File: src/rtl/cic_pkg.sv
// Shared sizing and arithmetic helpers for the parametrised CIC interpolator.
// Helpers work on 64-bit signed values, so the internal width must stay below 64 bits.
package cic_pkg;

   function automatic int cic_width(input int in_w, input int n, input int rmax_log2);
      return in_w + n * rmax_log2;
   endfunction

   function automatic int rs_width(input int rmax_log2);
      return $clog2(rmax_log2 + 1);
   endfunction

   // Arithmetic right shift by s with round-half-up.
   function automatic logic signed [63:0] round_half_up(input logic signed [63:0] v,
                                                        input int s);
      logic signed [63:0] half;
      half = (s > 0) ? (64'sd1 <<< (s - 1)) : 64'sd0;
      return (v + half) >>> s;
   endfunction

   // Clip v into the signed out_w range and report whether clipping occurred.
   function automatic logic signed [63:0] saturate(input logic signed [63:0] v,
                                                   input int out_w,
                                                   output logic clipped);
      logic signed [63:0] hi;
      logic signed [63:0] lo;
      hi = (64'sd1 <<< (out_w - 1)) - 64'sd1;
      lo = -(64'sd1 <<< (out_w - 1));
      clipped = 1'b0;
      if (v > hi) begin
         clipped = 1'b1;
         return hi;
      end
      if (v < lo) begin
         clipped = 1'b1;
         return lo;
      end
      return v;
   endfunction

endpackage

File: src/rtl/cic_int_stage.sv
// One modular-width CIC integrator: enabled accumulator with synchronous clear.
module cic_int_stage #(
   parameter int W = 28
) (
   input  logic         clk,
   input  logic         reset,
   input  logic         en,
   input  logic         clr,
   input  logic [W-1:0] din,
   output logic [W-1:0] acc
);

   // NOTE: sequential state uses non-blocking assignments so every stage samples pre-edge values.
   always_ff @(posedge clk or posedge reset) begin
      if (reset) begin
         acc <= '0;
      end else if (en) begin
         if (clr) acc <= '0;
         else     acc <= acc + din;
      end
   end

endmodule

File: src/rtl/cic_interp_param.sv
// Parametrised CIC interpolator with runtime power-of-two rate, gain normalisation,
// rounding and saturation; downstream strobes clk_enable, ce_out pulls the next input.
module cic_interp_param
   import cic_pkg::*;
#(
   parameter  int IN_W          = 16,
   parameter  int OUT_W         = 16,
   parameter  int N             = 3,
   parameter  int RMAX_LOG2     = 4,
   parameter  int RATE_RST_LOG2 = 2,
   localparam int W             = cic_width(IN_W, N, RMAX_LOG2),
   localparam int RS_W          = rs_width(RMAX_LOG2)
) (
   input  logic             clk,
   input  logic             reset,
   input  logic             clk_enable,
   input  logic [RS_W-1:0]  rate_log2,
   input  logic [IN_W-1:0]  filter_in,
   output logic [OUT_W-1:0] filter_out,
   output logic             ce_out,
   output logic             sat_flag
);

   localparam logic [RS_W-1:0] RMAX_SEL = RS_W'(RMAX_LOG2);
   localparam logic [RS_W-1:0] RATE_RST = RS_W'(RATE_RST_LOG2);
   localparam int              NM1      = N - 1;

   logic [RS_W-1:0]      rate_act;
   logic [RS_W-1:0]      rate_req;
   logic [RMAX_LOG2-1:0] phase;
   logic [RMAX_LOG2-1:0] phase_max;
   logic                 ce;
   logic                 flush;

   logic [N:1][W-1:0]    d;
   logic [N:0][W-1:0]    c;
   logic [W-1:0]         stuff;
   logic [W-1:0]         integ [1:N];

   logic signed [63:0]   i_n_ext;
   logic signed [63:0]   y_round;
   logic [OUT_W-1:0]     out_next;
   logic                 clipped;
   int                   shift;

   assign rate_req  = (rate_log2 > RMAX_SEL) ? RMAX_SEL : rate_log2;
   assign phase_max = RMAX_LOG2'((32'd1 << rate_act) - 32'd1);
   assign ce        = clk_enable & (phase == '0) & ~reset;
   assign flush     = ce & (rate_req != rate_act);
   assign ce_out    = ce;

   // A rate change flushes the pipeline and restarts the phase at the new ratio.
   always_ff @(posedge clk or posedge reset) begin
      if (reset) begin
         rate_act <= RATE_RST;
         phase    <= '0;
      end else if (flush) begin
         rate_act <= rate_req;
         phase    <= '0;
      end else if (clk_enable) begin
         phase <= (phase == phase_max) ? '0 : phase + 1'b1;
      end
   end

   // NOTE: every variable written here gets a value on every pass, so no latch is inferred.
   always_comb begin
      c[0] = {{(W - IN_W){filter_in[IN_W-1]}}, filter_in};
      for (int k = 1; k <= N; k++) begin
         c[k] = c[k-1] - d[k];
      end
   end

   // NOTE: the comb delays are few enough to live in flops, so they take the async reset.
   always_ff @(posedge clk or posedge reset) begin
      if (reset) begin
         d <= '0;
      end else if (flush) begin
         d <= '0;
      end else if (ce) begin
         for (int k = 1; k <= N; k++) begin
            d[k] <= c[k-1];
         end
      end
   end

   assign stuff = (phase == '0) ? c[N] : '0;

   for (genvar k = 1; k <= N; k++) begin : g_int
      if (k == 1) begin : g_first
         cic_int_stage #(.W(W)) u_stage (
            .clk   (clk),
            .reset (reset),
            .en    (clk_enable),
            .clr   (flush),
            .din   (stuff),
            .acc   (integ[k])
         );
      end else begin : g_rest
         cic_int_stage #(.W(W)) u_stage (
            .clk   (clk),
            .reset (reset),
            .en    (clk_enable),
            .clr   (flush),
            .din   (integ[k-1]),
            .acc   (integ[k])
         );
      end
   end

   // The integrator gain is R**(N-1); shifting by (N-1)*rate_act restores unity DC gain.
   assign i_n_ext = {{(64 - W){integ[N][W-1]}}, integ[N]};
   assign shift   = NM1 * int'(rate_act);

   always_comb begin
      y_round  = round_half_up(i_n_ext, shift);
      out_next = OUT_W'(saturate(y_round, OUT_W, clipped));
   end

   always_ff @(posedge clk or posedge reset) begin
      if (reset) begin
         filter_out <= '0;
         sat_flag   <= 1'b0;
      end else if (flush) begin
         filter_out <= '0;
      end else if (clk_enable) begin
         filter_out <= out_next;
         if (clipped) sat_flag <= 1'b1;
      end
   end

endmodule
File: config.mk
export PLATFORM = sky130hd
export DESIGN_NAME = cic_interp_param
export DESIGN_NICKNAME = d
export VERILOG_FILES = /design/src/rtl/cic_pkg.sv /design/src/rtl/cic_int_stage.sv /design/src/rtl/cic_interp_param.sv
export SDC_FILE = /design/constraint.sdc
export NUM_CORES = 1
export LEC_CHECK = 0
export ABC_AREA = 1
export CORE_MARGIN = 2
export CORE_UTILIZATION = 36
export DETAILED_ROUTE_END_ITERATION = 8
export DONT_BUFFER_PORTS = 1
export GPL_TIMING_DRIVEN = 0
export PLACE_DENSITY = 0.47
export SLEW_MARGIN = 20
export SYNTH_ARGS = -nofsm -noshare
export SYNTH_HDL_FRONTEND = slang
export SYNTH_SLANG_ARGS = --single-unit
File: constraint.sdc
create_clock -name clk -period 7.91 [get_ports clk]
set_input_delay 1.582 -clock clk [delete_from_list [all_inputs] [get_ports clk]]
set_output_delay 1.582 -clock clk [all_outputs]
set_load 0.01 [all_outputs]
==> results of run 1 <==
## logic make-up after synthesis
logic type	Yosys count	share of synthesized area, %
adder cells (fa/ha/maj)	212	12.9
buffers and inverters	492	9.08
AND/OR/NAND/NOR	1814	37.0
multiplexers	1	0.0478
flip-flops	180	21.5
AO/OA/AOI/OAI	585	15.4
other	2	0.0359
XOR/XNOR	95	3.97
## through the flow
step	hold WS [ns]	setup TNS, ns	util, %
after floorplan	0.449	0	-
after global placement	0.471	-227.83	38.3
after detailed placement	0.479	-5.13	38.4
after CTS	0.499	0	39.5
after global routing	0.525	-0.0474	39.9
final	0.500	0	39.9
## critical path: cells and delay by family
family / cells / cell delay, ns
adder cells (fa/ha/maj): 5 / 1.49
AO/OA/AOI/OAI: 18 / 2.92
buffers and inverters: 3 / 0.16
XOR/XNOR: 1 / 0.20
AND/OR/NAND/NOR: 15 / 1.50
## flip-flops by register name, summed over array words and instances, names as in the netlist
| name | flops |
|---|---|
| rate_act | 3 |
| filter_out | 16 |
| g_int.g_rest.u_stage.acc | 56 |
| g_int.g_first.u_stage.acc | 28 |
| sat_flag | 1 |
| phase | 4 |
| d | 72 |
## final timing paths
| path | from | endpoint | slack (ns) | cells after the start |
|---|---|---|---|---|
| min in group asynchronous | reset | g_int[1].g_first.u_stage.acc[8] | 0.92 | 1 |
| max in group asynchronous | reset | d[45] | 6.26 | 2 |
| min | d[0] | d[0] | 0.50 | 2 |
| max reg2reg | d[0] | g_int[1].g_first.u_stage.acc[25] | 1.25 | 41 |
| min reg2reg | d[0] | d[0] | 0.50 | 2 |
| max | filter_in[0] | g_int[1].g_first.u_stage.acc[25] | 0.46 | 42 |
## final cells by class
cell class / count / area (um^2) / area share [%]
multi-input combinational: 2745 / 14900 / 64.8
sequential: 180 / 4510 / 19.6
inverter: 403 / 1520 / 6.62
tap: 765 / 957 / 4.17
clock buffer: 17 / 425 / 1.85
buffer: 89 / 389 / 1.70
clock inverter: 15 / 164 / 0.714
timing repair buffer: 6 / 105 / 0.458
## synth_stat cells (13+ instances only)
cell | number | area (um^2)
nand3_2 | 17 | 170
xnor2_1 | 40 | 350
a21oi_1 | 230 | 1150
buf_1 | 18 | 67.6
xor2_1 | 55 | 482
buf_2 | 26 | 130
nand2_2 | 20 | 125
a21boi_0 | 20 | 150
ha_1 | 206 | 2580
o21ai_1 | 14 | 70.1
nand2_1 | 1061 | 3980
o21ai_0 | 220 | 1100
o21bai_1 | 13 | 97.6
nand3_1 | 461 | 2310
nor3_1 | 14 | 70.1
dfrtp_1 | 179 | 4480
inv_1 | 397 | 1490
nor2_1 | 177 | 664
o22ai_1 | 22 | 138
nand4_1 | 27 | 169
clkbuf_1 | 41 | 154
## routing by layer
metal	global-route usage, %	share of wire [%]
met5	0	0
met4	9.54	3.3
met3	3.46	4.3
met2	47.7	47
met1	35.6	45
## repair_timing
item	4_1_cts	5_1_grt
hold endpoints to repair	0	0
hold buffers	0	0
setup buffers	1	2
resized for setup	9	60
setup endpoints to repair	5	8
pin swaps	1	9
==> results.sh, run 1 <==
export IMPL_status="finished, final reports clean"
export IMPL_cts_clk_slew_worst_paths_ns=0.08
export IMPL_endpoint_kind="flip-flop"
export IMPL_first_global_vias=21900
export IMPL_io_pins=40
export IMPL_stdcell_count=4220
export IMPL_synth_async_reset_ratio_pct=100
export IMPL_grt_overflow=0
export IMPL_startpoint_type="input port"
export IMPL_synth_edf_count=0
export IMPL_area_growth_pct=9.60
export IMPL_via_per_inst=5.31
export IMPL_synth_area_um2=20900
export IMPL_drive_above_1_share_pct=5.21
export IMPL_n_antenna_cell=0
export IMPL_design_area_um2=23000
export IMPL_cts_buffers=17
export IMPL_antenna_found_initial=0
export IMPL_rows=88
export IMPL_synth_seq_cells=180
export IMPL_die_area_um2=60100
export IMPL_cts_tree="yes"
export IMPL_cp_common_cell="nand2_1"
export IMPL_syn_inst=3381
export IMPL_cp_required_ns=8.34
export IMPL_nFillCells=6375
export IMPL_rsz0062_at_grt="true"
export IMPL_path_class="in2reg"
export IMPL_synth_distinct_cells=58
export IMPL_layout_commonest_cell="nand2_1"
export IMPL_grt_max_degree=82
export IMPL_cpMaxStageDelayCell="a211o_2"
export IMPL_grt_pass1_wl_um=127000
export IMPL_setup_viol_count_final=0
export IMPL_yosysSeqAreaShare_pct=21.5
export IMPL_wire_per_inst_um=19.7
export IMPL_dr_pass1_iters=6
export IMPL_htreeDepth=4
export IMPL_drv_slew=0
export IMPL_synthFlopType="dfrtp_1"
export IMPL_grt_total_usage_pct=27.7
export IMPL_die_y_um=245
export IMPL_fin_nets=3676
export IMPL_dpl_worst_slack_ns=-0.949
export IMPL_cp_slowest_stage_delay_ns=0.43
export IMPL_postSynthAreaPerCell_um2=6.19
export IMPL_ant_nets=0
export IMPL_detailedRoute_firstIterationViolations=1384
export IMPL_worst_slack_ns=0.465
export IMPL_period_share_pct=94.1
export IMPL_fmax_mhz=134
export IMPL_place_hpwl_um=70300
export IMPL_wl_um=83000
export IMPL_synth_warnings=0
export IMPL_hp_class="reg2reg"
export IMPL_drc=0
export IMPL_dpl_cell_area_um2=22100
export IMPL_path_max_fanout=6
export IMPL_period_needed_ns=7.45
export IMPL_start_util_pct=36.4
export IMPL_place_congestion=0.946
export IMPL_fin_skew_ns=0.0199
export IMPL_layout_common_cells="nand2_1 (1,059), nand3_1 (460), inv_1 (396), a21oi_1 (217), o21ai_0 (208)"
export IMPL_cap_violations=0
export IMPL_place_inst=4185
export IMPL_worst_pin_slew_ns=0.944
export IMPL_slew_headroom_pct=37.1
export IMPL_hold_violations=0
export IMPL_cts_sinks=180
export IMPL_crit_arrival_ns=7.87
export IMPL_cts_max_path_buffers=2
export IMPL_io_buffers=0
export IMPL_clockRootBuffer="clkbuf_16"
export IMPL_insertion_delay_ns=0.50
export IMPL_vias=22400
export IMPL_die_width_um=245
export IMPL_coreArea_um2=57600
Power of run 1 is left out: the tool's default activity adds up to more than one toggle a clock period on the data nets, which glitch-free logic cannot reach.
==> inputs of run 2 (changes only) <==
Settings changed: CORE_ASPECT_RATIO from default to 1.4.
==> run 2 against run 1 <==
  * Flip-flop and latch count did not move
  * Via count grew 0.17%
  * Cell area decreased by 0.22%
  * Setup slack worse by 0.026 ns
  * Routed wire length grew 3.0%
  * Critical path depth is 2 lower
  * Fmax fell by 0.34%
  * Non-clock buffer count increased by 6
  * Register-to-register slack about the same
  * Critical path type unchanged
  * Worst hold slack better by 0.0026 ns
==> results.sh, run 2 (synthesis gave the netlist of run 1 again) <==
export IMPL_status="finished, final reports clean"
export IMPL_cp_slowest_stage_delay_ns=0.39
export IMPL_cp_common_cell="nand2_1"
export IMPL_drive_above_1_share_pct=5.06
export IMPL_design_area_um2=22900
export IMPL_setup_viol_count_final=0
export IMPL_first_global_vias=22100
export IMPL_crit_arrival_ns=7.91
export IMPL_grt_max_degree=66
export IMPL_worst_pin_slew_ns=1.05
export IMPL_worst_slack_ns=0.439
export IMPL_via_per_inst=5.34
export IMPL_antenna_found_initial=1
export IMPL_endpoint_kind="flip-flop"
export IMPL_critPathTopFamily="compound AO/OA/AOI/OAI gates"
export IMPL_layout_common_cells="nand2_1 (1,061), nand3_1 (460), inv_1 (396), a21oi_1 (221), o21ai_0 (213)"
export IMPL_detailedRoute_firstIterationViolations=1154
export IMPL_largestRegisters="d: 72 flops, g_int.g_rest.u_stage.acc: 56 flops, g_int.g_first.u_stage.acc: 28 flops"
export IMPL_cpMaxStageDelayCell="fa_1"
export IMPL_drv_slew=0
export IMPL_wl_um=85400
export IMPL_insertion_delay_ns=0.50
export IMPL_largest_register_ffs=72
export IMPL_ctsHoldBuffers=0
export IMPL_hold_violations=0
export IMPL_startpoint_type="input port"
export IMPL_dpl_worst_slack_ns=-0.876
export IMPL_finalSetupTns_ns=0
export IMPL_dr_pass1_iters=5
export IMPL_cp_required_ns=8.35
export IMPL_cts_sinks=180
export IMPL_path_buf_inv=5
export IMPL_regMostFlops="d"
export IMPL_clockRootBuffer="clkbuf_16"
export IMPL_die_y_um=289
export IMPL_ant_nets=0
export IMPL_period_needed_ns=7.47
export IMPL_place_hpwl_um=72300
export IMPL_wire_per_inst_um=20.3
export IMPL_grt_pass1_wl_um=130000
export IMPL_cts_max_path_buffers=2
export IMPL_die_area_um2=60100
export IMPL_vias=22400
export IMPL_layout_commonest_cell="nand2_1"
export IMPL_slew_headroom_pct=28.3
export IMPL_place_congestion=0.969
export IMPL_htreeDepth=4
export IMPL_coreArea_um2=57500
export IMPL_period_share_pct=94.4
export IMPL_path_class="in2reg"
export IMPL_start_util_pct=36.4
export IMPL_path_max_fanout=5
export IMPL_grt_overflow=0
export IMPL_cts_tree="yes"
export IMPL_grt_total_usage_pct=28.4
export IMPL_io_buffers=0
export IMPL_dpl_cell_area_um2=22100
export IMPL_cap_violations=0
export IMPL_cts_clk_slew_worst_paths_ns=0.08
export IMPL_fin_nets=3682
export IMPL_hp_class="reg2reg"
export IMPL_drc=0
export IMPL_fmax_mhz=134
export IMPL_io_pins=40
export IMPL_die_width_um=208
export IMPL_cts_buffers=17
export IMPL_rows=104
export IMPL_fin_skew_ns=0.0142
export IMPL_area_growth_pct=9.36
export IMPL_n_antenna_cell=0
==> run 2: cell type report <==
cell class	count	area [um^2]
clock buffer	17	425
clock inverter	15	160
sequential	180	4510
multi-input combinational	2745	14800
fill	6362	34600
buffer	89	389
timing repair buffer	12	130
tap	742	928
inverter	403	1520
==> run 2: worst min-delay path, cell delays in order (launching register included) <==
cell     delay, ns
dfrtp_1       0.36
nand2_1       0.06
nand2_1       0.06
==> run 2: worst paths after layout <==
| path | from | to | depth (start not counted) | slack (ns) |
|---|---|---|---|---|
| max in group asynchronous | reset | d[52] | 2 | 6.25 |
| setup / recovery | filter_in[0] | g_int[1].g_first.u_stage.acc[27] | 40 | 0.44 |
| hold / removal | d[80] | d[80] | 2 | 0.50 |
| hold reg to reg | d[80] | d[80] | 2 | 0.50 |
| setup reg to reg | d[0] | g_int[1].g_first.u_stage.acc[27] | 39 | 1.24 |
| min in group asynchronous | reset | d[59] | 1 | 0.93 |
==> run 2: what timing repair did <==
action | in CTS | in global routing
endpoints found under the setup margin | 5 | 8
gates resized for setup | 6 | 45
setup buffers | 0 | 10
hold endpoints to repair | 0 | 0
pin swaps | 0 | 12
==> run 2: layer usage <==
layer	vias up	track usage [%]	part of all wire, %
li1	11300	-	-
met1	10400	28.9	37
met2	531	55.1	53
met3	184	3.27	2.9
met4	0	17.3	6.5
met5	-	0	0
==> run 2: per-stage QoR <==
stage	util (%)	cells	hold slack (ns)
after floorplan	-	3417	0.449
after global placement	38.3	4159	0.471
after detailed placement	38.4	4161	0.484
after CTS	39.4	4193	0.504
after global routing	39.8	4203	0.527
final	39.8	4203	0.503
Power of run 2 is left out for the same reason.
